File: src/rtl/adns3080_spi_responder.sv
`default_nettype none
// ============================================================================
// Module   : adns3080_spi_responder
// Purpose  : SPI-slave (mode 3) emulation of the ADNS-3080 register file.
//            Accumulates motion samples from an internal source. Serves them
//            through single-register reads, writes and Motion_Burst (0x50).
//            All SPI pins are oversampled by CLK, so no SCK clock domain.
// Ports    : CLK, RSTn        system clock, async active-low reset
//            SCK, MOSI, CSN   SPI from master (CPOL=1, CPHA=1)
//            SRST             sensor reset pin, active high, acts like RSTn
//            MISO             slave data, 1 while deselected or idle
//            dx_in, dy_in     signed motion sample, taken on motion_vld
//            squal_in         surface quality latched with each sample
//            motion_vld       one-cycle sample strobe
//            cfg_bits         Configuration_bits register (0x0A)
//            wr_stb           one-cycle pulse on each committed write
//            wr_addr, wr_data address/data of the last committed write
// Revision : 1.0 - initial release
// ============================================================================
module adns3080_spi_responder #(
    parameter logic [7:0] PRODUCT_ID  = 8'h17,
    parameter logic [7:0] REVISION_ID = 8'h01,
    parameter logic [7:0] MAX_PIXEL   = 8'h3F
) (
    input  logic       CLK,
    input  logic       RSTn,
    input  logic       SCK,
    input  logic       MOSI,
    input  logic       CSN,
    input  logic       SRST,
    output logic       MISO,
    input  logic [7:0] dx_in,
    input  logic [7:0] dy_in,
    input  logic [7:0] squal_in,
    input  logic       motion_vld,
    output logic [7:0] cfg_bits,
    output logic       wr_stb,
    output logic [6:0] wr_addr,
    output logic [7:0] wr_data
);

    typedef enum logic [2:0] {
        ST_IDLE  = 3'd0,
        ST_ADDR  = 3'd1,
        ST_WDATA = 3'd2,
        ST_RDATA = 3'd3,
        ST_BURST = 3'd4,
        ST_DONE  = 3'd5
    } state_t;

    localparam logic [7:0] c_CFG_RESET  = 8'h09;
    localparam logic [6:0] c_ADDR_MOT   = 7'h02;
    localparam logic [6:0] c_ADDR_CFG   = 7'h0A;
    localparam logic [6:0] c_ADDR_BURST = 7'h50;

    // ------------------------------------------------------------------
    // Pin synchronizers (only RSTn clears them, so SRST itself is seen)
    // ------------------------------------------------------------------
    logic r_sck_meta, r_sck_sync, r_sck_prev;
    logic r_mosi_meta, r_mosi_sync;
    logic r_csn_meta, r_csn_sync, r_csn_prev;
    logic r_srst_meta, r_srst_sync;

    always_ff @(posedge CLK or negedge RSTn) begin
        if (!RSTn) begin
            r_sck_meta  <= 1'b1;
            r_sck_sync  <= 1'b1;
            r_sck_prev  <= 1'b1;
            r_mosi_meta <= 1'b0;
            r_mosi_sync <= 1'b0;
            r_csn_meta  <= 1'b1;
            r_csn_sync  <= 1'b1;
            r_csn_prev  <= 1'b1;
            r_srst_meta <= 1'b0;
            r_srst_sync <= 1'b0;
        end else begin
            r_sck_meta  <= SCK;
            r_sck_sync  <= r_sck_meta;
            r_sck_prev  <= r_sck_sync;
            r_mosi_meta <= MOSI;
            r_mosi_sync <= r_mosi_meta;
            r_csn_meta  <= CSN;
            r_csn_sync  <= r_csn_meta;
            r_csn_prev  <= r_csn_sync;
            r_srst_meta <= SRST;
            r_srst_sync <= r_srst_meta;
        end
    end

    logic w_sck_rise, w_sck_fall, w_csn_fall;
    assign w_sck_rise = r_sck_sync & ~r_sck_prev;
    assign w_sck_fall = ~r_sck_sync & r_sck_prev;
    assign w_csn_fall = ~r_csn_sync & r_csn_prev;

    // ------------------------------------------------------------------
    // Registers
    // ------------------------------------------------------------------
    state_t     r_state, w_state_next;
    logic [2:0] r_bit_cnt;
    logic [6:0] r_shift;       // MSB of the byte in flight is never needed
    logic [6:0] r_addr;        // pending write address
    logic [7:0] r_tx_sr;
    logic [2:0] r_burst_idx;   // index of the next burst byte to load
    logic       r_miso;
    logic [7:0] r_cfg;
    logic       r_wr_stb;
    logic [6:0] r_wr_addr;
    logic [7:0] r_wr_data;
    logic [7:0] r_acc_x, r_acc_y, r_shad_x, r_shad_y, r_squal;
    logic       r_mot, r_ovf;

    // Complete byte as of the current SCK rise (old 7 bits + new MOSI bit)
    logic [7:0] w_byte;
    assign w_byte = {r_shift, r_mosi_sync};

    logic w_mot_flag;
    logic [7:0] w_motion_byte;
    assign w_mot_flag    = r_mot | (|r_acc_x) | (|r_acc_y);
    assign w_motion_byte = {w_mot_flag, 2'b00, r_ovf, 3'b000, r_cfg[4]};

    // ------------------------------------------------------------------
    // Next-state and event decode
    // ------------------------------------------------------------------
    logic w_last_rise;
    logic w_addr_done, w_rd_load, w_snapshot, w_commit, w_burst_next;

    always_comb begin
        w_state_next = r_state;
        w_last_rise  = w_sck_rise & (r_bit_cnt == 3'd7) & ~r_csn_sync;
        w_addr_done  = 1'b0;
        w_rd_load    = 1'b0;
        w_snapshot   = 1'b0;
        w_commit     = 1'b0;
        w_burst_next = 1'b0;

        if (r_csn_sync) begin
            w_state_next = ST_IDLE;
        end else begin
            case (r_state)
                ST_IDLE: begin
                    if (w_csn_fall) w_state_next = ST_ADDR;
                end
                ST_ADDR: begin
                    if (w_last_rise) begin
                        w_addr_done = 1'b1;
                        if (w_byte[7]) begin
                            w_state_next = ST_WDATA;
                        end else begin
                            w_rd_load    = 1'b1;
                            w_snapshot   = (w_byte[6:0] == c_ADDR_MOT) ||
                                           (w_byte[6:0] == c_ADDR_BURST);
                            w_state_next = (w_byte[6:0] == c_ADDR_BURST) ?
                                           ST_BURST : ST_RDATA;
                        end
                    end
                end
                ST_WDATA: begin
                    if (w_last_rise) begin
                        w_commit     = 1'b1;
                        w_state_next = ST_DONE;
                    end
                end
                // Leave only on the 8th rise so the last bit stays on MISO
                // until the master has sampled it.
                ST_RDATA: begin
                    if (w_last_rise) w_state_next = ST_DONE;
                end
                ST_BURST: begin
                    if (w_last_rise) w_burst_next = 1'b1;
                end
                ST_DONE: begin
                    w_state_next = ST_DONE;
                end
                default: w_state_next = ST_IDLE;
            endcase
        end
    end

    // Register read mux, addressed by the byte just received
    logic [7:0] w_reg_rd;
    always_comb begin
        w_reg_rd = 8'h00;
        case (w_byte[6:0])
            7'h00:        w_reg_rd = PRODUCT_ID;
            7'h01:        w_reg_rd = REVISION_ID;
            c_ADDR_MOT:   w_reg_rd = w_motion_byte;
            7'h03:        w_reg_rd = r_shad_x;
            7'h04:        w_reg_rd = r_shad_y;
            7'h05:        w_reg_rd = r_squal;
            c_ADDR_CFG:   w_reg_rd = r_cfg;
            7'h3F:        w_reg_rd = ~PRODUCT_ID;
            default:      w_reg_rd = 8'h00;
        endcase
    end

    // Burst bytes 2..7; everything after reads zero
    logic [7:0] w_burst_rd;
    always_comb begin
        w_burst_rd = 8'h00;
        case (r_burst_idx)
            3'd1:    w_burst_rd = r_shad_x;
            3'd2:    w_burst_rd = r_shad_y;
            3'd3:    w_burst_rd = r_squal;
            3'd4:    w_burst_rd = 8'h00;
            3'd5:    w_burst_rd = 8'h20;
            3'd6:    w_burst_rd = MAX_PIXEL;
            default: w_burst_rd = 8'h00;
        endcase
    end

    // Signed 8-bit add with saturation; bit 8 of the result flags overflow
    function automatic logic [8:0] sat_add(input logic [7:0] a, input logic [7:0] d);
        logic [8:0] s;
        s = {a[7], a} + {d[7], d};
        if (s[8] != s[7]) sat_add = {1'b1, (s[8] ? 8'h80 : 8'h7F)};
        else              sat_add = {1'b0, s[7:0]};
    endfunction

    logic [8:0] w_sum_x, w_sum_y;
    assign w_sum_x = sat_add(r_acc_x, dx_in);
    assign w_sum_y = sat_add(r_acc_y, dy_in);

    // ------------------------------------------------------------------
    // State register
    // ------------------------------------------------------------------
    always_ff @(posedge CLK or negedge RSTn) begin
        if (!RSTn)            r_state <= ST_IDLE;
        else if (r_srst_sync) r_state <= ST_IDLE;
        else                  r_state <= w_state_next;
    end

    // ------------------------------------------------------------------
    // SPI datapath
    // ------------------------------------------------------------------
    always_ff @(posedge CLK or negedge RSTn) begin
        if (!RSTn) begin
            r_bit_cnt   <= 3'd0;
            r_shift     <= 7'd0;
            r_addr      <= 7'd0;
            r_tx_sr     <= 8'h00;
            r_burst_idx <= 3'd0;
            r_miso      <= 1'b1;
            r_cfg       <= c_CFG_RESET;
            r_wr_stb    <= 1'b0;
            r_wr_addr   <= 7'd0;
            r_wr_data   <= 8'h00;
        end else if (r_srst_sync) begin
            r_bit_cnt   <= 3'd0;
            r_shift     <= 7'd0;
            r_addr      <= 7'd0;
            r_tx_sr     <= 8'h00;
            r_burst_idx <= 3'd0;
            r_miso      <= 1'b1;
            r_cfg       <= c_CFG_RESET;
            r_wr_stb    <= 1'b0;
            r_wr_addr   <= 7'd0;
            r_wr_data   <= 8'h00;
        end else begin
            r_wr_stb <= 1'b0;

            // The 3-bit counter wraps to 0 after each byte on its own
            if (r_csn_sync || (r_state == ST_IDLE)) begin
                r_bit_cnt <= 3'd0;
            end else if (w_sck_rise && (r_state != ST_DONE)) begin
                r_bit_cnt <= r_bit_cnt + 3'd1;
            end

            if (w_sck_rise && ((r_state == ST_ADDR) || (r_state == ST_WDATA))) begin
                r_shift <= w_byte[6:0];
            end

            if (w_addr_done && w_byte[7]) begin
                r_addr <= w_byte[6:0];
            end

            if (w_commit) begin
                r_wr_stb  <= 1'b1;
                r_wr_addr <= r_addr;
                r_wr_data <= w_byte;
                if (r_addr == c_ADDR_CFG) r_cfg <= w_byte;
            end

            if (w_rd_load) begin
                r_tx_sr     <= (w_byte[6:0] == c_ADDR_BURST) ? w_motion_byte : w_reg_rd;
                r_burst_idx <= 3'd1;
            end else if (w_burst_next) begin
                r_tx_sr <= w_burst_rd;
                if (r_burst_idx != 3'd7) r_burst_idx <= r_burst_idx + 3'd1;
            end else if (w_sck_fall && ~r_csn_sync &&
                         ((r_state == ST_RDATA) || (r_state == ST_BURST))) begin
                r_tx_sr <= {r_tx_sr[6:0], 1'b0};
            end

            if (r_csn_sync || ((r_state != ST_RDATA) && (r_state != ST_BURST))) begin
                r_miso <= 1'b1;
            end else if (w_sck_fall) begin
                r_miso <= r_tx_sr[7];
            end
        end
    end

    // ------------------------------------------------------------------
    // Motion accumulation and snapshot
    // ------------------------------------------------------------------
    always_ff @(posedge CLK or negedge RSTn) begin
        if (!RSTn) begin
            r_acc_x  <= 8'h00;
            r_acc_y  <= 8'h00;
            r_shad_x <= 8'h00;
            r_shad_y <= 8'h00;
            r_squal  <= 8'h00;
            r_mot    <= 1'b0;
            r_ovf    <= 1'b0;
        end else if (r_srst_sync) begin
            r_acc_x  <= 8'h00;
            r_acc_y  <= 8'h00;
            r_shad_x <= 8'h00;
            r_shad_y <= 8'h00;
            r_squal  <= 8'h00;
            r_mot    <= 1'b0;
            r_ovf    <= 1'b0;
        end else begin
            if (motion_vld) r_squal <= squal_in;

            if (w_snapshot) begin
                r_shad_x <= r_acc_x;
                r_shad_y <= r_acc_y;
                r_ovf    <= 1'b0;
                // A sample landing on the snapshot cycle starts the next
                // accumulation period instead of being lost.
                if (motion_vld) begin
                    r_acc_x <= dx_in;
                    r_acc_y <= dy_in;
                    r_mot   <= 1'b1;
                end else begin
                    r_acc_x <= 8'h00;
                    r_acc_y <= 8'h00;
                    r_mot   <= 1'b0;
                end
            end else if (motion_vld) begin
                r_acc_x <= w_sum_x[7:0];
                r_acc_y <= w_sum_y[7:0];
                r_mot   <= 1'b1;
                r_ovf   <= r_ovf | w_sum_x[8] | w_sum_y[8];
            end
        end
    end

    assign MISO     = r_miso;
    assign cfg_bits = r_cfg;
    assign wr_stb   = r_wr_stb;
    assign wr_addr  = r_wr_addr;
    assign wr_data  = r_wr_data;

endmodule
`default_nettype wire
File: config.mk
export PLATFORM = sky130hd
export DESIGN_NAME = adns3080_spi_responder
export DESIGN_NICKNAME = d
export VERILOG_FILES = /design/src/rtl/adns3080_spi_responder.sv
export SDC_FILE = /design/constraint.sdc
export NUM_CORES = 1
export LEC_CHECK = 0
export CORE_ASPECT_RATIO = 1.75
export CORE_MARGIN = 3
export CORE_UTILIZATION = 42
export DETAILED_ROUTE_END_ITERATION = 12
export MAX_ROUTING_LAYER = met4
export SLEW_MARGIN = 25
export SYNTH_ARGS = -nofsm -noshare
export SYNTH_HDL_FRONTEND = slang
export SYNTH_SLANG_ARGS = --single-unit
File: constraint.sdc
create_clock -name CLK -period 2.2 [get_ports CLK]
set_input_delay 0.22 -clock CLK [delete_from_list [all_inputs] [get_ports CLK]]
set_output_delay 0.22 -clock CLK [all_outputs]
set_load 0.005 [all_outputs]
==> flow_summary.yaml <==
global_route:
  antenna_found_initial: 0
  overflow: 0
  grt_max_degree: 46
  grt_pass1_vias: 5699
  grt_usage_pct: 22.3
  grt_pass1_wl_um: 28000
cts:
  cts.root.buffer_cell: "clkbuf_16"
  clkSlewWorstSetupHoldPaths_ps: 70
  cts-root-to-sink-buffers: 2
  cts_max_level: 3
  cts_tree: "built"
  clock_latency_ps: 340
  numCtsBuffers: 9
  cts_sinks: 108
drt:
  drt_iter0_drc: 318
  dr.pass1.iters: 5
  ant_nets: 0
  dr_total_vias: 5494
  routedWlPerCell_um: 18.1
  drc: 0
  wl_um: 17100
  vias_per_cell: 5.81
layout:
  drive_gt1_share_pct: 23.8
  finalNetCount: 820
  final_core_util_pct: 57.1
  fin_area_um2: 8030
  diodes: 0
  area_growth_pct: 31.9
  fillerInstances: 1297
  post_layout_nonfiller_instances: 946
yosys:
  synth_top_cell_area_share_pct: 40.7
  ys_warn_count: 0
  synth-seq-cells: 108
  synth-seq-area-share_pct: 44.6
  synth-edff-count: 0
  synthFlopType: "dfrtp_1"
  synth_nets: 697
  async_flop_share_pct: 100
  synthTopCellsByArea: "dfrtp_1 41%, mux2i_1 5.3%, a21oi_1 4.9%, ha_1 4.7%, nor2_1 4.3%"
  synth_area_leader_cell: "dfrtp_1"
  yosysUniqueCellTypes: 71
  synth_area_per_cell_um2: 9.49
  syn_inst: 641
  syn_area_um2: 6090
place:
  dp.cells: 923
  dp_hpwl_um: 13000
  io_buffer_count: 55
  placed_area_um2: 7410
  gp_congestion: 0.901
  pre_cts_ws_ps: -486
sta:
  finalHoldViolations: 0
  setup_violations: 0
  slew_viol_final: 0
  maxSlewHeadroom_pct: 52.6
  fin_crit_ps: 2160
  max_freq_mhz: 464
  fin_skew_ps: 8.79
  setup_ws_ps: 44.0
  tightest_slew_ps: 702
  fin_crit_sh_pct: 98.0
  rsz0062_at_grt: "true"
critical_path:
  arrival_ps: 2380
  cp-end-kind: "register"
  critPathMaxFanout: 5
  critPathKind: "reg -> reg"
  start_kind: "register"
  worstPathRequired_ps: 2420
outcome:
  outcome: "complete, no violations"
pwr:
  power_density_nw_per_um2: 706
  vdd_drop_max_mv: 0.400
  pwr-share-comb_pct: 33.1
  p_sw_share_pct: 31.6
  intPower_uw: 3870
  seq_power_share_pct: 39.7
  clockPowerShare_pct: 27.3
  leakage_uw: 0.00356
  switchingPower_uw: 1790
floorplan:
  initial_utilization_pct: 43.3
  rows: 57
  io_pins: 56
  dieArea_um2: 16000
  core_um2: 14000
  die_y_um: 165
  die_x_um: 97.0
run:
  max_cap_viol_count: 0
worst_hold_path:
  min_path_type: "in -> reg"
[logic make-up (layout without fill, tap and decap cells)]
| group | after synthesis | count (layout) | synth area share [%] |
|---|---|---|---|
| adders and majority gates | 26 | 26 | 5.55 |
| buffers and inverters | 50 | 178 | 3.45 |
| xor gates and xnor gates | 10 | 10 | 1.44 |
| DFF | 108 | 108 | 44.6 |
| and+or+nand+nor | 211 | 211 | 17.4 |
| muxes | 33 | 33 | 5.45 |
| AOI/OAI and AO/OA | 203 | 203 | 22.1 |
[layout by cell type (no fill, tap or decap), types with 9 or more instances in the layout]
cell type        Yosys  routed
nand2_1             61      60
o21ai_0             32      26
clkbuf_16            0       9
a22o_1              21      21
nor2_1              69      64
nand3_1             12      10
clkdlybuf4s50_1      0      53
buf_4                0      91
dfstp_2              9       9
a21oi_1             60      56
dfrtp_1             99      94
mux2i_1             32      32
inv_1               12      12
a31oi_1             14      14
a21o_1              12      12
ha_1                23      14
[final cells by class]
| class | instances | area [µm²] | share of cell area, % |
|---|---|---|---|
| Timing Repair Buffer | 150 | 1320 | 16.4 |
| Multi-Input combinational cell | 483 | 3440 | 42.9 |
| Inverter | 12 | 45.0 | 0.561 |
| Tap cell | 177 | 221 | 2.76 |
| Sequential cell | 108 | 2720 | 33.9 |
| Clock buffer | 10 | 229 | 2.85 |
| Clock inverter | 6 | 53.8 | 0.670 |
[power groups by stage]
| stage | combinational, µW | clock [µW] | sequential [µW] |
|---|---|---|---|
| 2_1_floorplan | 873 | 0 | 2230 |
| 3_3_place_gp | 1580 | 0 | 2260 |
| 3_5_place_dp | 1610 | 0 | 2260 |
| 4_1_cts | 1730 | 1580 | 2230 |
| 5_1_grt | 2060 | 1680 | 2260 |
| 6_report | 1870 | 1540 | 2250 |
[synth_stat cells, types with 5 or more instances]
library cell,number
o22ai_1,7
mux2i_1,32
nand2_1,61
a21oi_1,60
a22oi_1,7
nor2b_1,6
ha_1,23
dfrtp_1,99
inv_1,12
nand3_1,12
o31ai_1,6
a221o_1,5
buf_1,5
nor3b_1,7
dfstp_2,9
nor3_1,9
nand2b_1,8
nor2_1,69
a31oi_1,14
buf_2,12
clkbuf_1,20
o21ai_0,32
a22o_1,21
a21o_1,12
xor2_1,7
[worst max-delay path, stage by stage (launching register included)]
cell and delay, ps:
dfrtp_1 420, ha_4 180, fa_2 340, a21o_1 170
a21oi_2 180, o21ai_2 110, and4_1 200, o31ai_1 190
buf_4 160, a31oi_1 80
[repair_timing]
action,in CTS,in global routing
hold endpoints to repair,42,0
hold buffers,1,0
gates resized for setup,23,42
buffers inserted,1,5
setup endpoints to repair,29,33
pin swaps,6,22
[state kept, by name, indices dropped and copies added, names as in the netlist, 3 cells and up]
name and flops:
r_burst_idx 3, r_tx_sr 8, wr_addr 7, wr_data 8
r_squal 8, r_bit_cnt 3, r_acc_y 8, r_acc_x 8
r_shift 7, cfg_bits 8, r_shad_x 8, r_addr 7
r_shad_y 8, r_state 3
[worst paths after layout]
check	from	end	slack (ps)	depth (start not counted)
min in group asynchronous	RSTn	r_state[1]$_DFFE_PN0P_	440	2
worst min-delay path	SCK	r_sck_meta$_DFF_PN1_	280	1
max in group asynchronous	RSTn	cfg_bits[3]$_DFFE_PN1P_	1050	3
worst max register to register	r_acc_y[0]$_DFFE_PN0P_	r_ovf$_DFFE_PN0P_	40	9
worst min register to register	r_srst_meta$_DFF_PN0_	r_srst_sync$_DFF_PN0_	350	0
worst max-delay path	r_acc_y[0]$_DFFE_PN0P_	r_ovf$_DFFE_PN0P_	40	9
[layer usage]
layer | routed length [µm] | GRT usage [%] | vias up
met5 | 0 | - | -
met4 | 761 | 12.0 | 0
met3 | 577 | 2.56 | 58
met2 | 9410 | 41.7 | 167
met1 | 6380 | 22.8 | 2663
li1 | - | - | 2606
[per-stage QoR]
step | hold slack, ps | setup TNS (ps) | power, µW
6_report | 276 | 0 | 5660
2_1_floorplan | -75.6 | 0 | 3100
3_5_place_dp | 283 | -7270 | 3870
5_1_grt | 267 | -724 | 6010
3_3_place_gp | 287 | -5160 | 3840
4_1_cts | 263 | 0 | 5540
Power figures use the tool's default switching activity.
